[config.mk]
export PLATFORM = sky130hd
export DESIGN_NAME = if_id_queue
export DESIGN_NICKNAME = d
export VERILOG_FILES = /design/src/rtl/if_id_queue_pkg.sv /design/src/rtl/if_id_queue_fifo_ptr.sv /design/src/rtl/if_id_queue.sv
export SDC_FILE = /design/constraint.sdc
export NUM_CORES = 1
export LEC_CHECK = 0
export BUFFER_PORTS_ARGS = -buffer_cell sky130_fd_sc_hd__buf_2
export CORE_ASPECT_RATIO = 1.5
export CORE_MARGIN = 2
export CORE_UTILIZATION = 40
export CTS_CLUSTER_SIZE = 12
export DETAILED_ROUTE_END_ITERATION = 6
export PLACE_DENSITY = 0.69
export SLEW_MARGIN = 25
export SYNTH_ARGS = -nofsm -noshare
export SYNTH_HDL_FRONTEND = slang
export SYNTH_SLANG_ARGS = --single-unit
[constraint.sdc]
create_clock -name clk -period 7.3 [get_ports clk]
set_clock_uncertainty 0.1 [all_clocks]
set_input_delay 0.365 -clock clk [delete_from_list [all_inputs] [get_ports clk]]
set_output_delay 0.365 -clock clk [all_outputs]
set_load 0.02 [all_outputs]
[src/rtl/if_id_queue_pkg.sv]
// Shared types and constants for the fetch-to-decode instruction queue.
package if_id_queue_pkg;

    localparam int IFQ_DEPTH_DEFAULT = 4;
    localparam int IFQ_ADDR_W        = 32;
    localparam int IFQ_INSN_W        = 32;

    // Address path and instruction word types.
    typedef logic [IFQ_ADDR_W-1:0] instruction_addr_path_t;
    typedef logic [IFQ_INSN_W-1:0] instruction_t;

    // Canonical NOP (addi x0, x0, 0) shown to decode whenever nothing is valid.
    localparam instruction_t IFQ_NOP = 32'h0000_0013;

endpackage

[src/rtl/if_id_queue_fifo_ptr.sv]
// Wrapping read/write pointer for the instruction queue; DEPTH is a power of two
// so the natural binary rollover is the modulo-DEPTH wrap.
module if_id_queue_fifo_ptr
    import if_id_queue_pkg::*;
#(
    parameter int DEPTH = IFQ_DEPTH_DEFAULT,
    parameter int PTR_W = $clog2(DEPTH)
) (
    input  logic             clk,
    input  logic             rst,
    input  logic             clr,
    input  logic             adv,
    output logic [PTR_W-1:0] ptr
);

    logic [PTR_W-1:0] ptr_d;
    logic [PTR_W-1:0] ptr_q;

    // Next pointer: clear dominates, otherwise step on advance.
    always_comb begin
        ptr_d = ptr_q;
        if (clr) begin
            ptr_d = '0;
        end else if (adv) begin
            ptr_d = ptr_q + 1'b1;
        end
    end

    // Pointer register, cleared asynchronously by the active-low reset.
    always_ff @(posedge clk or negedge rst) begin
        if (!rst) begin
            ptr_q <= '0;
        end else begin
            ptr_q <= ptr_d;
        end
    end

    assign ptr = ptr_q;

endmodule

[src/rtl/if_id_queue.sv]
// IF/ID instruction queue: first-word-fall-through FIFO of pc/instruction pairs
// between fetch and decode, with a flush for taken redirects.
module if_id_queue
    import if_id_queue_pkg::*;
#(
    parameter int DEPTH  = IFQ_DEPTH_DEFAULT,
    parameter int ADDR_W = IFQ_ADDR_W,
    parameter int INSN_W = IFQ_INSN_W
) (
    input  logic                     clk,
    input  logic                     rst,
    input  logic                     in_valid,
    input  logic [ADDR_W-1:0]        in_pc,
    input  logic [INSN_W-1:0]        in_insn,
    output logic                     in_ready,
    input  logic                     flush,
    output logic                     out_valid,
    output logic [ADDR_W-1:0]        out_pc,
    output logic [INSN_W-1:0]        out_insn,
    input  logic                     out_ready,
    output logic [$clog2(DEPTH):0]   count
);

    localparam int PTR_W = $clog2(DEPTH);
    localparam int CNT_W = PTR_W + 1;
    localparam logic [INSN_W-1:0] NOP_W = INSN_W'(IFQ_NOP);

    logic [CNT_W-1:0]  count_d;
    logic [CNT_W-1:0]  count_q;
    logic [PTR_W-1:0]  wr_ptr;
    logic [PTR_W-1:0]  rd_ptr;
    logic              push;
    logic              pop;

    // Storage holds data only; validity is tracked by count, so no reset here.
    logic [ADDR_W-1:0] pc_mem_q   [DEPTH];
    logic [INSN_W-1:0] insn_mem_q [DEPTH];

    // Handshakes depend on state only (in_ready) or state plus flush (out_valid).
    assign in_ready  = (count_q != CNT_W'(DEPTH));
    assign out_valid = (count_q != '0) && !flush;
    assign push      = in_valid && in_ready && !flush;
    assign pop       = out_valid && out_ready;
    assign count     = count_q;

    // Occupancy update; flush wins over any push or pop in the same cycle.
    always_comb begin
        count_d = count_q;
        if (flush) begin
            count_d = '0;
        end else if (push && !pop) begin
            count_d = count_q + 1'b1;
        end else if (pop && !push) begin
            count_d = count_q - 1'b1;
        end
    end

    // Occupancy register.
    always_ff @(posedge clk or negedge rst) begin
        if (!rst) begin
            count_q <= '0;
        end else begin
            count_q <= count_d;
        end
    end

    if_id_queue_fifo_ptr #(.DEPTH(DEPTH), .PTR_W(PTR_W)) u_wr_ptr (
        .clk (clk),
        .rst (rst),
        .clr (flush),
        .adv (push),
        .ptr (wr_ptr)
    );

    if_id_queue_fifo_ptr #(.DEPTH(DEPTH), .PTR_W(PTR_W)) u_rd_ptr (
        .clk (clk),
        .rst (rst),
        .clr (flush),
        .adv (pop),
        .ptr (rd_ptr)
    );

    // Write the accepted fetch pair at the tail.
    always_ff @(posedge clk) begin
        if (push) begin
            pc_mem_q[wr_ptr]   <= in_pc;
            insn_mem_q[wr_ptr] <= in_insn;
        end
    end

    // Head falls through combinationally; empty or flushing shows pc 0 / NOP.
    always_comb begin
        out_pc   = '0;
        out_insn = NOP_W;
        if (out_valid) begin
            out_pc   = pc_mem_q[rd_ptr];
            out_insn = insn_mem_q[rd_ptr];
        end
    end

endmodule

==> flow_summary.html, run 1 <==
<table>
<tr><th>Metric</th><th>Value</th></tr>
<tr><th colspan="2">Route</th></tr>
<tr><td>Count of unresolved DRC violations after routing</td><td>0</td></tr>
<tr><td>Drt first pass iters</td><td>4</td></tr>
<tr><td>DRC violation total after the first TritonRoute iteration</td><td>250</td></tr>
<tr><td>Total via count after detailed routing</td><td>5215</td></tr>
<tr><td>Total wire length after detailed routing</td><td>about 20 mm</td></tr>
<tr><td>Post-DR vias/cell</td><td>5.15</td></tr>
<tr><td>Number of nets with antenna violations after detailed routing</td><td>0</td></tr>
<tr><td>Average wire per cell in the routed design</td><td>a little over 20 um</td></tr>
<tr><th colspan="2">Synthesis</th></tr>
<tr><td>Synth cell types</td><td>31</td></tr>
<tr><td>Mapped Area</td><td>around 10000 um^2</td></tr>
<tr><td>Largest area contributor in the synthesized netlist</td><td>sky130_fd_sc_hd__edfxtp_1</td></tr>
<tr><td>Mean Syn Cell Area</td><td>roughly 22 um^2</td></tr>
<tr><td>Top cells by area in the synthesized netlist</td><td>sky130_fd_sc_hd__edfxtp_1 (75%), sky130_fd_sc_hd__mux4_2 (14%), sky130_fd_sc_hd__and2_1 (4.0%)</td></tr>
<tr><td>Cells after Synth</td><td>469</td></tr>
<tr><td>Main flop type after synthesis</td><td>sky130_fd_sc_hd__edfxtp_1</td></tr>
<tr><td>Sequential fraction of the synthesis area</td><td>0.770</td></tr>
<tr><td>Post-synth ARST share</td><td>0.0266</td></tr>
<tr><td>Syn_nets</td><td>543</td></tr>
<tr><td>Post-synthesis register bit count</td><td>about 260</td></tr>
<tr><td>Synth warn</td><td>0</td></tr>
<tr><td>Number of synthesized flops with an enable pin</td><td>between 200 and 300</td></tr>
<tr><td>Synth top area share</td><td>0.752</td></tr>
<tr><th colspan="2">Setup path</th></tr>
<tr><td>Slowest CP cell</td><td>sky130_fd_sc_hd__dfrtp_4</td></tr>
<tr><td>Critical-path maximum fanout</td><td>36</td></tr>
<tr><td>Highest cell delay on the worst timing path</td><td>0.82 ns</td></tr>
<tr><td>Combined buffer and inverter count along the critical path</td><td>2</td></tr>
<tr><td>Worst setup path class</td><td>reg -&gt; out</td></tr>
<tr><td>Critical path data required time</td><td>roughly 6.8 ns</td></tr>
<tr><td>Category of cells accounting for the largest share of critical-path delay</td><td>buffers and inverters</td></tr>
<tr><td>Data arrival time of the critical path</td><td>a little over 3 ns</td></tr>
<tr><td>Cells along the critical path</td><td>buf_4 &gt; mux4_2 &gt; and2_1 &gt; buf_2</td></tr>
<tr><td>CP endpoint kind</td><td>output pin</td></tr>
<tr><td>Critical path launch point type</td><td>flip-flop</td></tr>
<tr><th colspan="2">CTS</th></tr>
<tr><td>Largest buffer count on any clock path</td><td>3</td></tr>
<tr><td>Clock buffers created by TritonCTS</td><td>26</td></tr>
<tr><td>Deepest level of the CTS H-tree</td><td>1</td></tr>
<tr><td>TritonCTS clock tree</td><td>done</td></tr>
<tr><td>TritonCTS sink count</td><td>approximately 260</td></tr>
<tr><td>Setup bufs post-CTS</td><td>0</td></tr>
<tr><td>Clock slew seen by the registers of the worst setup and hold paths</td><td>about 0.060 ns</td></tr>
<tr><td>Clock latency on the worst-skew pair</td><td>0.51 ns</td></tr>
<tr><td>Root buffer selected by CTS</td><td>sky130_fd_sc_hd__clkbuf_16</td></tr>
<tr><th colspan="2">Placed design</th></tr>
<tr><td>Final weighted congestion in routability-driven placement</td><td>about 0.7</td></tr>
<tr><td>Worst Setup Slack post-DPL</td><td>4.25 ns</td></tr>
<tr><td>Number of port buffers</td><td>137</td></tr>
<tr><td># placed instances</td><td>approximately 900</td></tr>
<tr><td>DP HPWL</td><td>roughly 12 mm</td></tr>
<tr><th colspan="2">Min path</th></tr>
<tr><td>Min-delay worst type</td><td>in -&gt; reg</td></tr>
<tr><th colspan="2">Global route</th></tr>
<tr><td>Antenna violations before repair</td><td>1</td></tr>
<tr><td>Congestion Overflow GR</td><td>0</td></tr>
<tr><td>Wire length of the first global-routing pass</td><td>about 31 mm</td></tr>
<tr><td>Pin count of the biggest net entering global routing</td><td>67</td></tr>
<tr><td>Via count of the first global-routing pass</td><td>~5.7k</td></tr>
<tr><td>GR Util All Layers</td><td>0.152</td></tr>
<tr><th colspan="2">Floorplanning</th></tr>
<tr><td>Die height</td><td>roughly 200 um</td></tr>
<tr><td>Starting density of the core</td><td>0.406</td></tr>
<tr><td>Die outline width</td><td>about 130 um</td></tr>
<tr><td>Area of the die</td><td>26900 um^2</td></tr>
<tr><td>Std-Cell Core Area</td><td>between 20000 and 30000 um^2</td></tr>
<tr><td>Cell row count</td><td>slightly above 70</td></tr>
<tr><td>Num ports</td><td>~140</td></tr>
<tr><th colspan="2">STA</th></tr>
<tr><td>Final critical-path share of the clock period</td><td>0.478</td></tr>
<tr><td>Worst slew pin tran</td><td>1.04 ns</td></tr>
<tr><td>RSZ-0062 raised after global routing</td><td>false</td></tr>
<tr><td>Top achievable clock speed</td><td>between 200 and 300 MHz</td></tr>
<tr><td>Sum of negative setup slack</td><td>0 ns</td></tr>
<tr><td>Final Hold Viols</td><td>0</td></tr>
<tr><td>Setup slack after layout</td><td>3.81 ns</td></tr>
<tr><td>Worst slew slack as a fraction of its limit</td><td>0.306</td></tr>
<tr><td>Shortest clock period the worst path allows after layout</td><td>~3.5 ns</td></tr>
<tr><td>Total setup violations reported at the end of the flow</td><td>0</td></tr>
<tr><td>Final Max Slew Viols</td><td>0</td></tr>
<tr><th colspan="2">Power</th></tr>
<tr><td>Leakage Power</td><td>0.00435 uW</td></tr>
<tr><td>Pwr/cell area</td><td>291 nW/um^2</td></tr>
<tr><td>IR drop worst, VDD</td><td>0.144 mV</td></tr>
<tr><td>Post-route total power</td><td>between 3000 and 4000 uW</td></tr>
<tr><th colspan="2">Status</th></tr>
<tr><td>Outcome</td><td>completed</td></tr>
<tr><th colspan="2">Finish</th></tr>
<tr><td>Final standard cell count with taps included and fillers excluded</td><td>about 1.0k</td></tr>
<tr><td>Number of nets in the final layout</td><td>between 700 and 800</td></tr>
<tr><td>Ratio of cells with drive above 1 in the final layout</td><td>0.356</td></tr>
<tr><td>P&amp;R area growth vs syn</td><td>23.4%</td></tr>
<tr><th colspan="2">Flow run</th></tr>
<tr><td>Max-Cap Viols</td><td>0</td></tr>
</table>
[report_power, final]
group | internal, uW | switching, uW | total [uW] | leakage, uW
logic | 339 | 370 | 710 | 0.00159
clock network | 655 | 499 | 1150 | 0.000342
registers | 1730 | 77.5 | 1810 | 0.00241
total | 2720 | 947 | 3670 | 0.00435
[through the flow]
step / util / area [um^2] / hold slack, ns
after floorplan: - / 10200 / -0.0306
after global placement: 0.446 / 11200 / 0.108
after detailed placement: 0.446 / 11200 / 0.118
after CTS: 0.500 / 12600 / 0.0666
after global routing: 0.501 / 12600 / 0.0947
final: 0.501 / 12600 / 0.0951
[cells in the mapped netlist, types with 2 or more instances]
master and count:
sky130_fd_sc_hd__ha_1 4, sky130_fd_sc_hd__buf_2 12, sky130_fd_sc_hd__or3_1 4, sky130_fd_sc_hd__nand2_1 2, sky130_fd_sc_hd__nand3b_1 2, sky130_fd_sc_hd__o211ai_1 3, sky130_fd_sc_hd__edfxtp_1 256, sky130_fd_sc_hd__mux2i_1 2
sky130_fd_sc_hd__clkbuf_1 8, sky130_fd_sc_hd__nand3_1 2, sky130_fd_sc_hd__mux4_2 64, sky130_fd_sc_hd__and2_1 66, sky130_fd_sc_hd__a21oi_1 2, sky130_fd_sc_hd__buf_6 5, sky130_fd_sc_hd__dfrtp_1 7, sky130_fd_sc_hd__o31ai_1 2
sky130_fd_sc_hd__o21ai_0 4, sky130_fd_sc_hd__inv_1 7, sky130_fd_sc_hd__nor2_1 5
[cells in the final DEF (no fill, tap or decap), types with 2 or more instances in the layout]
master,n
sky130_fd_sc_hd__a21oi_1,2
sky130_fd_sc_hd__and2_1,62
sky130_fd_sc_hd__and2_4,4
sky130_fd_sc_hd__buf_12,2
sky130_fd_sc_hd__buf_2,137
sky130_fd_sc_hd__buf_4,2
sky130_fd_sc_hd__clkbuf_1,3
sky130_fd_sc_hd__clkbuf_16,27
sky130_fd_sc_hd__dfrtp_1,5
sky130_fd_sc_hd__dfrtp_4,2
sky130_fd_sc_hd__dlygate4sd3_1,65
sky130_fd_sc_hd__edfxtp_1,256
sky130_fd_sc_hd__ha_1,4
sky130_fd_sc_hd__inv_1,7
sky130_fd_sc_hd__mux2i_1,2
sky130_fd_sc_hd__mux4_2,64
sky130_fd_sc_hd__nand2_1,2
sky130_fd_sc_hd__nand3_1,2
sky130_fd_sc_hd__nand3b_1,2
sky130_fd_sc_hd__nor2_1,4
sky130_fd_sc_hd__o211ai_1,3
sky130_fd_sc_hd__o21ai_0,4
sky130_fd_sc_hd__o31ai_1,2
sky130_fd_sc_hd__or3_1,4
[registers in the layout (all words and copies together), names as in the netlist]
register / flops
count: 3
u_rd_ptr.ptr: 2
insn_mem_q: 128
pc_mem_q: 128
u_wr_ptr.ptr: 2
[cells by family after synthesis]
logic type	Yosys count	share of synthesized area
xor gates and xnor gates	1	0.000857
adders and majority gates	5	0.00686
buffers and inverters	32	0.0169
DFF	263	0.770
AOI/OAI and AO/OA	17	0.0118
muxes	66	0.143
and+or+nand+nor	85	0.0511
[final cells by class]
cell class / instances / area [um^2]
Antenna cell: 1 / 2.50
Clock inverter: 3 / 16.3
Multi-Input combinational cell: 174 / 2200
Inverter: 7 / 26.3
Timing Repair Buffer: 206 / 1390
Tap cell: 328 / 410
Clock buffer: 30 / 687
Fill cell: 2042 / 12500
Sequential cell: 263 / 7870
[worst min-delay path: stages]
cell and delay [ns]:
sky130_fd_sc_hd__buf_2 0.15, sky130_fd_sc_hd__nand3_1 0.09, sky130_fd_sc_hd__a21oi_1 0.07
[path summary, 6_finish.rpt]
check                                       startpoint                          end  slack [ns]  depth (start not counted)
max in group asynchronous                          rst  u_rd_ptr.ptr[0]$_DFFE_PN0P_        6.75                          2
min in group asynchronous                          rst         count[0]$_DFFE_PN0P_        0.15                          2
max                        u_rd_ptr.ptr[0]$_DFFE_PN0P_                 out_insn[21]        3.81                          4
min                                           in_valid  u_wr_ptr.ptr[1]$_DFFE_PN0P_         0.1                          3
min reg2reg                u_wr_ptr.ptr[0]$_DFFE_PN0P_  u_wr_ptr.ptr[0]$_DFFE_PN0P_        0.51                          2
max reg2reg                       count[2]$_DFFE_PN0P_         count[2]$_DFFE_PN0P_        4.67                          7
[routing by layer]
layer / up-vias / track usage / share of wire
li1: 2300 / - / -
met3: 28 / 0.0215 / 0.040
met4: 0 / 0.0620 / 0.025
met5: - / 0 / 0
met1: 2742 / 0.177 / 0.39
met2: 145 / 0.281 / 0.54
[timing repair]
| action | in CTS | in global routing |
|---|---|---|
| hold buffers | 65 | 0 |
| endpoints found under the setup margin | 0 | 0 |
| hold endpoints to repair | 263 | 0 |
| resized for setup | 0 | 0 |
Note: power is estimated with default switching activity, not from simulation.
==> run 2, diff against run 1 <==
--- a/config.mk
+++ b/config.mk
@@ -11,7 +11,7 @@
 export CORE_UTILIZATION = 40
 export CTS_CLUSTER_SIZE = 12
 export DETAILED_ROUTE_END_ITERATION = 6
-export PLACE_DENSITY = 0.69
+export PLACE_DENSITY = 0.71
 export SLEW_MARGIN = 25
 export SYNTH_ARGS = -nofsm -noshare
 export SYNTH_HDL_FRONTEND = slang
==> constraint.sdc (replaced) <==
create_clock -name clk -period 3 [get_ports clk]
set_clock_uncertainty 0.1 [all_clocks]
set_input_delay 0.15 -clock clk [delete_from_list [all_inputs] [get_ports clk]]
set_output_delay 0.15 -clock clk [all_outputs]
set_load 0.02 [all_outputs]
==> flow_summary.html, run 2 (synthesis results as in run 1) <==
<table>
<tr><th>Metric</th><th>Value</th></tr>
<tr><th colspan="2">Finish</th></tr>
<tr><td>Final design instance area without fill</td><td>12900 um^2 (+2.4%)</td></tr>
<tr><td>P&amp;R area growth vs syn</td><td>26.3%</td></tr>
<tr><td>Inserted Diodes</td><td>0 (-1)</td></tr>
<tr><td>Fillers</td><td>2007 (-1.7%)</td></tr>
<tr><td>Area used by sequential logic in the layout</td><td>7870 um^2 (unchanged)</td></tr>
<tr><td>Multi-input gate area in the final layout</td><td>2200 um^2 (unchanged)</td></tr>
<tr><td>Number of nets in the final layout</td><td>769 (+2.3%)</td></tr>
<tr><td>Commonest cells after routing, fill and taps aside</td><td>sky130_fd_sc_hd__edfxtp_1 (256), sky130_fd_sc_hd__buf_2 (137), sky130_fd_sc_hd__dlygate4sd3_1 (70), sky130_fd_sc_hd__mux4_2 (64), sky130_fd_sc_hd__and2_1 (62)</td></tr>
<tr><td>Ratio of cells with drive above 1 in the final layout</td><td>0.362 (+0.00631)</td></tr>
<tr><td>Most common cell after layout, fill and taps aside</td><td>sky130_fd_sc_hd__edfxtp_1</td></tr>
<tr><th colspan="2">Min path</th></tr>
<tr><td>Hold Path Stages</td><td>2 (-1)</td></tr>
<tr><td>Terminating pin of the worst hold path</td><td>pc_mem_q[1][3]$_DFFE_PP_</td></tr>
<tr><td>Min-delay worst type</td><td>in -&gt; reg</td></tr>
<tr><td>Hold path startpoint</td><td>in_pc[3]</td></tr>
<tr><th colspan="2">Power</th></tr>
<tr><td>Pwr/cell area</td><td>712 nW/um^2 (+140%)</td></tr>
<tr><td>IR drop worst, VDD</td><td>0.495 mV (+240%)</td></tr>
<tr><td>Leakage Power</td><td>0.00449 uW (+3.3%)</td></tr>
<tr><th colspan="2">CTS</th></tr>
<tr><td>Root buffer selected by CTS</td><td>sky130_fd_sc_hd__clkbuf_16</td></tr>
<tr><td>TritonCTS sink count</td><td>263 (unchanged)</td></tr>
<tr><td>Setup bufs post-CTS</td><td>0 (unchanged)</td></tr>
<tr><td>Gates resized, CTS repair</td><td>0 (unchanged)</td></tr>
<tr><td>TritonCTS clock tree</td><td>done</td></tr>
<tr><td>Clock latency on the worst-skew pair</td><td>0.51 ns (about the same)</td></tr>
<tr><td>Largest buffer count on any clock path</td><td>3 (unchanged)</td></tr>
<tr><td>Deepest level of the CTS H-tree</td><td>1 (unchanged)</td></tr>
<tr><td>Clock slew seen by the registers of the worst setup and hold paths</td><td>0.06 ns (about the same)</td></tr>
<tr><td>Clock buffers created by TritonCTS</td><td>26 (unchanged)</td></tr>
<tr><th colspan="2">Setup path</th></tr>
<tr><td>Data arrival time of the critical path</td><td>2.51 ns (-0.52 ns)</td></tr>
<tr><td>Cell count of the worst reg-to-reg path</td><td>7 (unchanged)</td></tr>
<tr><td>Highest cell delay on the worst timing path</td><td>0.82 ns (about the same)</td></tr>
<tr><td>Critical path data required time</td><td>2.75 ns (-4.09 ns)</td></tr>
<tr><td>Worst setup path class</td><td>reg -&gt; out</td></tr>
<tr><td>Slowest CP cell</td><td>sky130_fd_sc_hd__dfrtp_4</td></tr>
<tr><td>Reg2Reg Capture Point</td><td>count[2]$_DFFE_PN0P_</td></tr>
<tr><td>Cells along the critical path</td><td>buf_12 &gt; mux4_2 &gt; and2_1 &gt; buf_2</td></tr>
<tr><td>Critical path launch point type</td><td>flip-flop</td></tr>
<tr><td>CP endpoint kind</td><td>output pin</td></tr>
<tr><td>Setup slack, reg-to-reg</td><td>0.42 ns (-4.25 ns)</td></tr>
<tr><td>Critical-path maximum fanout</td><td>29 (-19%)</td></tr>
<tr><td>Startpoint of the worst register-to-register path</td><td>count[2]$_DFFE_PN0P_</td></tr>
<tr><th colspan="2">Route</th></tr>
<tr><td>DRC violation total after the first TritonRoute iteration</td><td>270 (+8.0%)</td></tr>
<tr><td>Number of nets with antenna violations after detailed routing</td><td>0 (unchanged)</td></tr>
<tr><td>Average wire per cell in the routed design</td><td>19.9 um (-1.1%)</td></tr>
<tr><td>Count of unresolved DRC violations after routing</td><td>0 (unchanged)</td></tr>
<tr><td>Total via count after detailed routing</td><td>5208 (-0.13%)</td></tr>
<tr><td>Post-DR vias/cell</td><td>5.03 (-2.4%)</td></tr>
<tr><td>Total wire length after detailed routing</td><td>20.6 mm (+1.1%)</td></tr>
<tr><td>Drt first pass iters</td><td>4 (unchanged)</td></tr>
<tr><th colspan="2">Floorplanning</th></tr>
<tr><td>Die outline width</td><td>134 um (unchanged)</td></tr>
<tr><td>Die height</td><td>200 um (unchanged)</td></tr>
<tr><td>Area of the die</td><td>26900 um^2 (unchanged)</td></tr>
<tr><td>Starting density of the core</td><td>0.406 (unchanged)</td></tr>
<tr><td>Num ports</td><td>138 (unchanged)</td></tr>
<tr><td>Cell row count</td><td>71 (unchanged)</td></tr>
<tr><td>Std-Cell Core Area</td><td>25100 um^2 (unchanged)</td></tr>
<tr><th colspan="2">Placed design</th></tr>
<tr><td>Number of port buffers</td><td>137 (unchanged)</td></tr>
<tr><td>DP HPWL</td><td>12.8 mm (+8.4%)</td></tr>
<tr><td>Area of placed instances</td><td>11400 um^2 (+2.1%)</td></tr>
<tr><td>Final weighted congestion in routability-driven placement</td><td>0.791 (+13%)</td></tr>
<tr><th colspan="2">STA</th></tr>
<tr><td>Total setup violations reported at the end of the flow</td><td>0 (unchanged)</td></tr>
<tr><td>RSZ-0062 raised after global routing</td><td>false</td></tr>
<tr><td>Final Hold Viols</td><td>0 (unchanged)</td></tr>
<tr><td>Top achievable clock speed</td><td>around 360 MHz</td></tr>
<tr><td>Final critical-path share of the clock period</td><td>0.919</td></tr>
<tr><td>Shortest clock period the worst path allows after layout</td><td>roughly 2.8 ns</td></tr>
<tr><td>Sum of negative setup slack</td><td>0 ns (unchanged)</td></tr>
<tr><td>Final Max Slew Viols</td><td>0 (unchanged)</td></tr>
<tr><td>Worst slew slack as a fraction of its limit</td><td>0.577 (+0.271)</td></tr>
<tr><td>Worst slew pin tran</td><td>0.634 ns (-0.406 ns)</td></tr>
<tr><th colspan="2">Global route</th></tr>
<tr><td>Antenna violations before repair</td><td>0 (-1)</td></tr>
<tr><td>Pin count of the biggest net entering global routing</td><td>53 (-21%)</td></tr>
<tr><td>Via count of the first global-routing pass</td><td>5938 (+3.5%)</td></tr>
<tr><td>Congestion Overflow GR</td><td>0 (unchanged)</td></tr>
<tr><td>GR Util All Layers</td><td>0.155 (+0.00268)</td></tr>
<tr><td>Wire length of the first global-routing pass</td><td>31.9 mm (+2.2%)</td></tr>
<tr><th colspan="2">Status</th></tr>
<tr><td>Outcome</td><td>completed</td></tr>
<tr><th colspan="2">Flow run</th></tr>
<tr><td>Max-Cap Viols</td><td>0 (unchanged)</td></tr>
</table>
## run 2: cell count changes in the layout (fill, tap and decap cells not counted), sizes merged
| cell | change |
|---|---|
| clkbuf | +7 |
| bufinv | +1 |
| diode | -1 |
| dlygate4sd3 | +5 |
| buf | +12 |
| clkinvlp | -1 |
## run 2: metrics by stage
| stage | setup WS [ns] | cells | util | hold WS (ns) | power (uW) |
|---|---|---|---|---|---|
| final | 0.242 | 1035 | 0.513 | 0.290 | 9190 |
| after global routing | 0.0954 | 1035 | 0.513 | 0.271 | 9590 |
| after CTS | 0.149 | 1035 | 0.513 | 0.264 | 9320 |
| after detailed placement | 0.438 | 925 | 0.455 | -0.0965 | 6250 |
| after global placement | 0.536 | 925 | 0.455 | -0.110 | 6190 |
| after floorplan | 0.554 | 469 | - | -0.246 | 5640 |
## run 2: final cells by class
class | count | share of cell area
inverters | 7 | 0.00204
multi-input cells | 174 | 0.170
flip-flops and latches | 263 | 0.610
clock buffers | 37 | 0.0568
repair buffers | 223 | 0.126
well taps | 328 | 0.0318
clock inverters | 3 | 0.00291
## run 2: repair_timing
item,in CTS,in global routing
hold endpoints to repair,269,0
hold buffers,70,0
endpoints found under the setup margin,0,0
## run 2: worst max-delay path by stage
stage                           startpoint              endpoint  slack, ns  depth (start not counted)
3_5_place_dp          count[2]$_DFFE_PN0P_  count[2]$_DFFE_PN0P_       0.44                          7
5_1_grt        u_rd_ptr.ptr[0]$_DFFE_PN0P_           out_insn[7]        0.1                          4
3_3_place_gp          count[2]$_DFFE_PN0P_  count[2]$_DFFE_PN0P_       0.54                          7
4_1_cts        u_rd_ptr.ptr[0]$_DFFE_PN0P_            out_pc[20]       0.15                          4
2_1_floorplan         count[2]$_DFFE_PN0P_  count[2]$_DFFE_PN0P_       0.55                          8
6_report       u_rd_ptr.ptr[0]$_DFFE_PN0P_          out_insn[11]       0.24                          4
## run 2: power breakdown
part | leakage [uW] | internal, uW | switching, uW | total [uW]
clock network | 0.000374 | 1760 | 1230 | 2980
registers | 0.00241 | 4210 | 174 | 4380
logic | 0.00170 | 896 | 930 | 1830
total | 0.00449 | 6860 | 2330 | 9190
## run 2: critical path: cells and delay by family (launching register included)
| family | cells | cell delay, ns |
|---|---|---|
| flip-flops | 1 | 0.82 |
| multiplexers | 1 | 0.52 |
| buffers and inverters | 2 | 0.42 |
| AND/OR/NAND/NOR | 1 | 0.19 |
## run 2: layer usage
| metal | vias up | track usage | share of wire |
|---|---|---|---|
| met5 | - | 0 | 0 |
| met4 | 0 | 0.0507 | 0.023 |
| met3 | 33 | 0.0217 | 0.038 |
| met2 | 128 | 0.296 | 0.56 |
| met1 | 2698 | 0.177 | 0.38 |
| li1 | 2349 | - | - |
==> run 3, diff against run 2 <==
--- a/config.mk
+++ b/config.mk
@@ -5,7 +5,7 @@
 export SDC_FILE = /design/constraint.sdc
 export NUM_CORES = 1
 export LEC_CHECK = 0
-export BUFFER_PORTS_ARGS = -buffer_cell sky130_fd_sc_hd__buf_2
+export BUFFER_PORTS_ARGS = -buffer_cell sky130_fd_sc_hd__buf_4
 export CORE_ASPECT_RATIO = 1.5
 export CORE_MARGIN = 2
 export CORE_UTILIZATION = 40
==> flow_summary.html, run 3 (synthesis results as in run 1) <==
<table>
<tr><th>Metric</th><th>Value</th></tr>
<tr><th colspan="2">Finish</th></tr>
<tr><td>Final design instance area without fill</td><td>13200 um^2 (+2.5%)</td></tr>
<tr><td>Ratio of cells with drive above 1 in the final layout</td><td>0.362 (-0.000511)</td></tr>
<tr><td>Inserted Diodes</td><td>0 (unchanged)</td></tr>
<tr><td>Number of nets in the final layout</td><td>769 (unchanged)</td></tr>
<tr><td>Most common cell after layout, fill and taps aside</td><td>sky130_fd_sc_hd__edfxtp_1</td></tr>
<tr><td>P&amp;R area growth vs syn</td><td>29.5%</td></tr>
<tr><td>Commonest cells after routing, fill and taps aside</td><td>sky130_fd_sc_hd__edfxtp_1 (256), sky130_fd_sc_hd__buf_4 (145), sky130_fd_sc_hd__dlygate4sd3_1 (70), sky130_fd_sc_hd__mux4_2 (64), sky130_fd_sc_hd__and2_1 (62)</td></tr>
<tr><td>Fillers</td><td>1964 (-2.1%)</td></tr>
<tr><th colspan="2">Setup path</th></tr>
<tr><td>CP endpoint kind</td><td>flip-flop</td></tr>
<tr><td>Highest cell delay on the worst timing path</td><td>0.53 ns (-0.29 ns)</td></tr>
<tr><td>Category of cells accounting for the largest share of critical-path delay</td><td>simple AND/OR/NAND/NOR gates</td></tr>
<tr><td>Worst setup path class</td><td>reg -&gt; reg</td></tr>
<tr><td>Critical-path maximum fanout</td><td>9 (-69%)</td></tr>
<tr><td>Slowest CP cell</td><td>sky130_fd_sc_hd__dfrtp_1</td></tr>
<tr><td>Critical path launch point type</td><td>flip-flop</td></tr>
<tr><td>Data arrival time of the critical path</td><td>3.13 ns (+0.62 ns)</td></tr>
<tr><td>Combined buffer and inverter count along the critical path</td><td>0 (-2)</td></tr>
<tr><td>Cells along the critical path</td><td>nor3b_1 &gt; nor3_1 &gt; and2_1 &gt; fa_1 &gt; a21bo_2 &gt; a311oi_1 &gt; o311a_1</td></tr>
<tr><td>Critical path data required time</td><td>3.35 ns (+0.60 ns)</td></tr>
<tr><th colspan="2">CTS</th></tr>
<tr><td>TritonCTS clock tree</td><td>done</td></tr>
<tr><td>Gates resized, CTS repair</td><td>0 (unchanged)</td></tr>
<tr><td>Clock slew seen by the registers of the worst setup and hold paths</td><td>0.06 ns (about the same)</td></tr>
<tr><td>Clock latency on the worst-skew pair</td><td>0.52 ns (about the same)</td></tr>
<tr><td>Clock buffers created by TritonCTS</td><td>26 (unchanged)</td></tr>
<tr><td>Cts-stage hold buffer count</td><td>70 (unchanged)</td></tr>
<tr><td>Root buffer selected by CTS</td><td>sky130_fd_sc_hd__clkbuf_16</td></tr>
<tr><td>Deepest level of the CTS H-tree</td><td>1 (unchanged)</td></tr>
<tr><td>Setup bufs post-CTS</td><td>0 (unchanged)</td></tr>
<tr><td>TritonCTS sink count</td><td>263 (unchanged)</td></tr>
<tr><td>Largest buffer count on any clock path</td><td>3 (unchanged)</td></tr>
<tr><th colspan="2">STA</th></tr>
<tr><td>Worst slew slack as a fraction of its limit</td><td>0.603 (+0.0263)</td></tr>
<tr><td>Top achievable clock speed</td><td>359 MHz (-0.99%)</td></tr>
<tr><td>Shortest clock period the worst path allows after layout</td><td>2.79 ns (+0.0276 ns)</td></tr>
<tr><td>Final Hold Viols</td><td>0 (unchanged)</td></tr>
<tr><td>Total setup violations reported at the end of the flow</td><td>0 (unchanged)</td></tr>
<tr><td>Hold slack final</td><td>0.279 ns (-0.0117 ns)</td></tr>
<tr><td>Worst slew pin tran</td><td>0.595 ns (-0.0395 ns)</td></tr>
<tr><td>RSZ-0062 raised after global routing</td><td>false</td></tr>
<tr><td>Final critical-path share of the clock period</td><td>0.929 (+0.00921)</td></tr>
<tr><td>Final Max Slew Viols</td><td>0 (unchanged)</td></tr>
<tr><td>Sum of negative setup slack</td><td>0 ns (unchanged)</td></tr>
<tr><th colspan="2">Global route</th></tr>
<tr><td>GR Util All Layers</td><td>0.155 (+0.000978)</td></tr>
<tr><td>Pin count of the biggest net entering global routing</td><td>53 (unchanged)</td></tr>
<tr><td>Congestion Overflow GR</td><td>0 (unchanged)</td></tr>
<tr><td>Antenna violations before repair</td><td>0 (unchanged)</td></tr>
<tr><td>Via count of the first global-routing pass</td><td>5789 (-2.5%)</td></tr>
<tr><td>Wire length of the first global-routing pass</td><td>31.8 mm (-0.48%)</td></tr>
<tr><th colspan="2">Floorplanning</th></tr>
<tr><td>Starting density of the core</td><td>0.406 (unchanged)</td></tr>
<tr><td>Die height</td><td>200 um (unchanged)</td></tr>
<tr><td>Area of the die</td><td>26900 um^2 (unchanged)</td></tr>
<tr><td>Die outline width</td><td>134 um (unchanged)</td></tr>
<tr><td>Std-Cell Core Area</td><td>25100 um^2 (unchanged)</td></tr>
<tr><td>Num ports</td><td>138 (unchanged)</td></tr>
<tr><td>Cell row count</td><td>71 (unchanged)</td></tr>
<tr><th colspan="2">Placed design</th></tr>
<tr><td>DP HPWL</td><td>12.9 mm (+1.1%)</td></tr>
<tr><td>Final weighted congestion in routability-driven placement</td><td>0.805 (+1.8%)</td></tr>
<tr><td>Number of port buffers</td><td>137 (unchanged)</td></tr>
<tr><td>Area of placed instances</td><td>11800 um^2 (+2.8%)</td></tr>
<tr><th colspan="2">Status</th></tr>
<tr><td>Outcome</td><td>completed</td></tr>
<tr><th colspan="2">Power</th></tr>
<tr><td>Comb pwr share</td><td>0.213 (+0.014)</td></tr>
<tr><td>Internal power component</td><td>7010 uW (+2.2%)</td></tr>
<tr><td>Net switching power</td><td>2340 uW (+0.33%)</td></tr>
<tr><td>Leakage Power</td><td>0.00456 uW (+1.5%)</td></tr>
<tr><td>Pwr/cell area</td><td>707 nW/um^2 (-0.74%)</td></tr>
<tr><td>Sequential power share</td><td>0.468 (-0.009)</td></tr>
<tr><td>Clock Power Share</td><td>0.319 (-0.006)</td></tr>
<tr><td>IR drop worst, VDD</td><td>0.496 mV (+0.25%)</td></tr>
<tr><td>Switching power share of the total</td><td>0.250 (-0.00349)</td></tr>
<tr><th colspan="2">Min path</th></tr>
<tr><td>Min-delay worst type</td><td>in -&gt; reg</td></tr>
<tr><th colspan="2">Route</th></tr>
<tr><td>Post-DR vias/cell</td><td>5.07 (+0.84%)</td></tr>
<tr><td>Number of nets with antenna violations after detailed routing</td><td>0 (unchanged)</td></tr>
<tr><td>Total via count after detailed routing</td><td>5257 (+0.94%)</td></tr>
<tr><td>Count of unresolved DRC violations after routing</td><td>0 (unchanged)</td></tr>
<tr><td>Average wire per cell in the routed design</td><td>19.8 um (-0.66%)</td></tr>
<tr><td>DRC violation total after the first TritonRoute iteration</td><td>302 (+12%)</td></tr>
<tr><td>Total wire length after detailed routing</td><td>20.5 mm (-0.56%)</td></tr>
<tr><td>Drt first pass iters</td><td>6 (+2)</td></tr>
<tr><th colspan="2">Flow run</th></tr>
<tr><td>Max-Cap Viols</td><td>0 (unchanged)</td></tr>
</table>
[run 3: cell types whose count changed in the layout (fill, tap and decap cells not counted), sizes merged]
| cell | delta |
|---|---|
| clkinv | -2 |
| clkbuf | +3 |
[run 3: layout make-up]
| class | instances | area [um^2] | area share |
|---|---|---|---|
| clock inverters | 1 | 30.0 | 0.00227 |
| well taps | 328 | 410 | 0.0310 |
| inverters | 7 | 26.3 | 0.00199 |
| repair buffers | 223 | 1950 | 0.147 |
| flip-flops and latches | 263 | 7870 | 0.595 |
| multi-input cells | 174 | 2200 | 0.166 |
| clock buffers | 40 | 744 | 0.0563 |
[run 3: final timing paths]
check                                            startpoint                          end  slack [ns]  cells after the start
worst max-delay path                   count[2]$_DFFE_PN0P_         count[2]$_DFFE_PN0P_        0.21                      7
worst min-delay path                            in_insn[10]  insn_mem_q[0][10]$_DFFE_PP_        0.28                      2
worst max register to register         count[2]$_DFFE_PN0P_         count[2]$_DFFE_PN0P_        0.21                      7
worst min register to register  u_wr_ptr.ptr[0]$_DFFE_PN0P_  u_wr_ptr.ptr[0]$_DFFE_PN0P_        0.53                      2
max in group asynchronous                               rst  u_rd_ptr.ptr[0]$_DFFE_PN0P_        1.97                      3
min in group asynchronous                               rst         count[2]$_DFFE_PN0P_        0.54                      3
[run 3: through the flow]
step	utilization	instances	power (uW)	setup WS [ns]
after global routing	0.526	1036	9720	0.104
after floorplan	-	469	5640	0.554
after CTS	0.526	1036	9460	0.185
after global placement	0.468	925	6350	0.530
final	0.526	1036	9350	0.214
after detailed placement	0.468	925	6410	0.356
[run 3: per-layer routing]
metal,routed length (um),track usage
met1,8060,0.185
met2,11200,0.287
met3,737,0.0220
met4,506,0.0561
met5,0,0
[run 3: power groups by stage]
stage / combinational, uW / sequential (uW) / clock (uW)
finish: 2000 / 4380 / 2980
global route: 2130 / 4400 / 3190
CTS: 2030 / 4380 / 3050
detailed placement: 1950 / 4460 / 0
global placement: 1910 / 4440 / 0
floorplan: 1310 / 4330 / 0
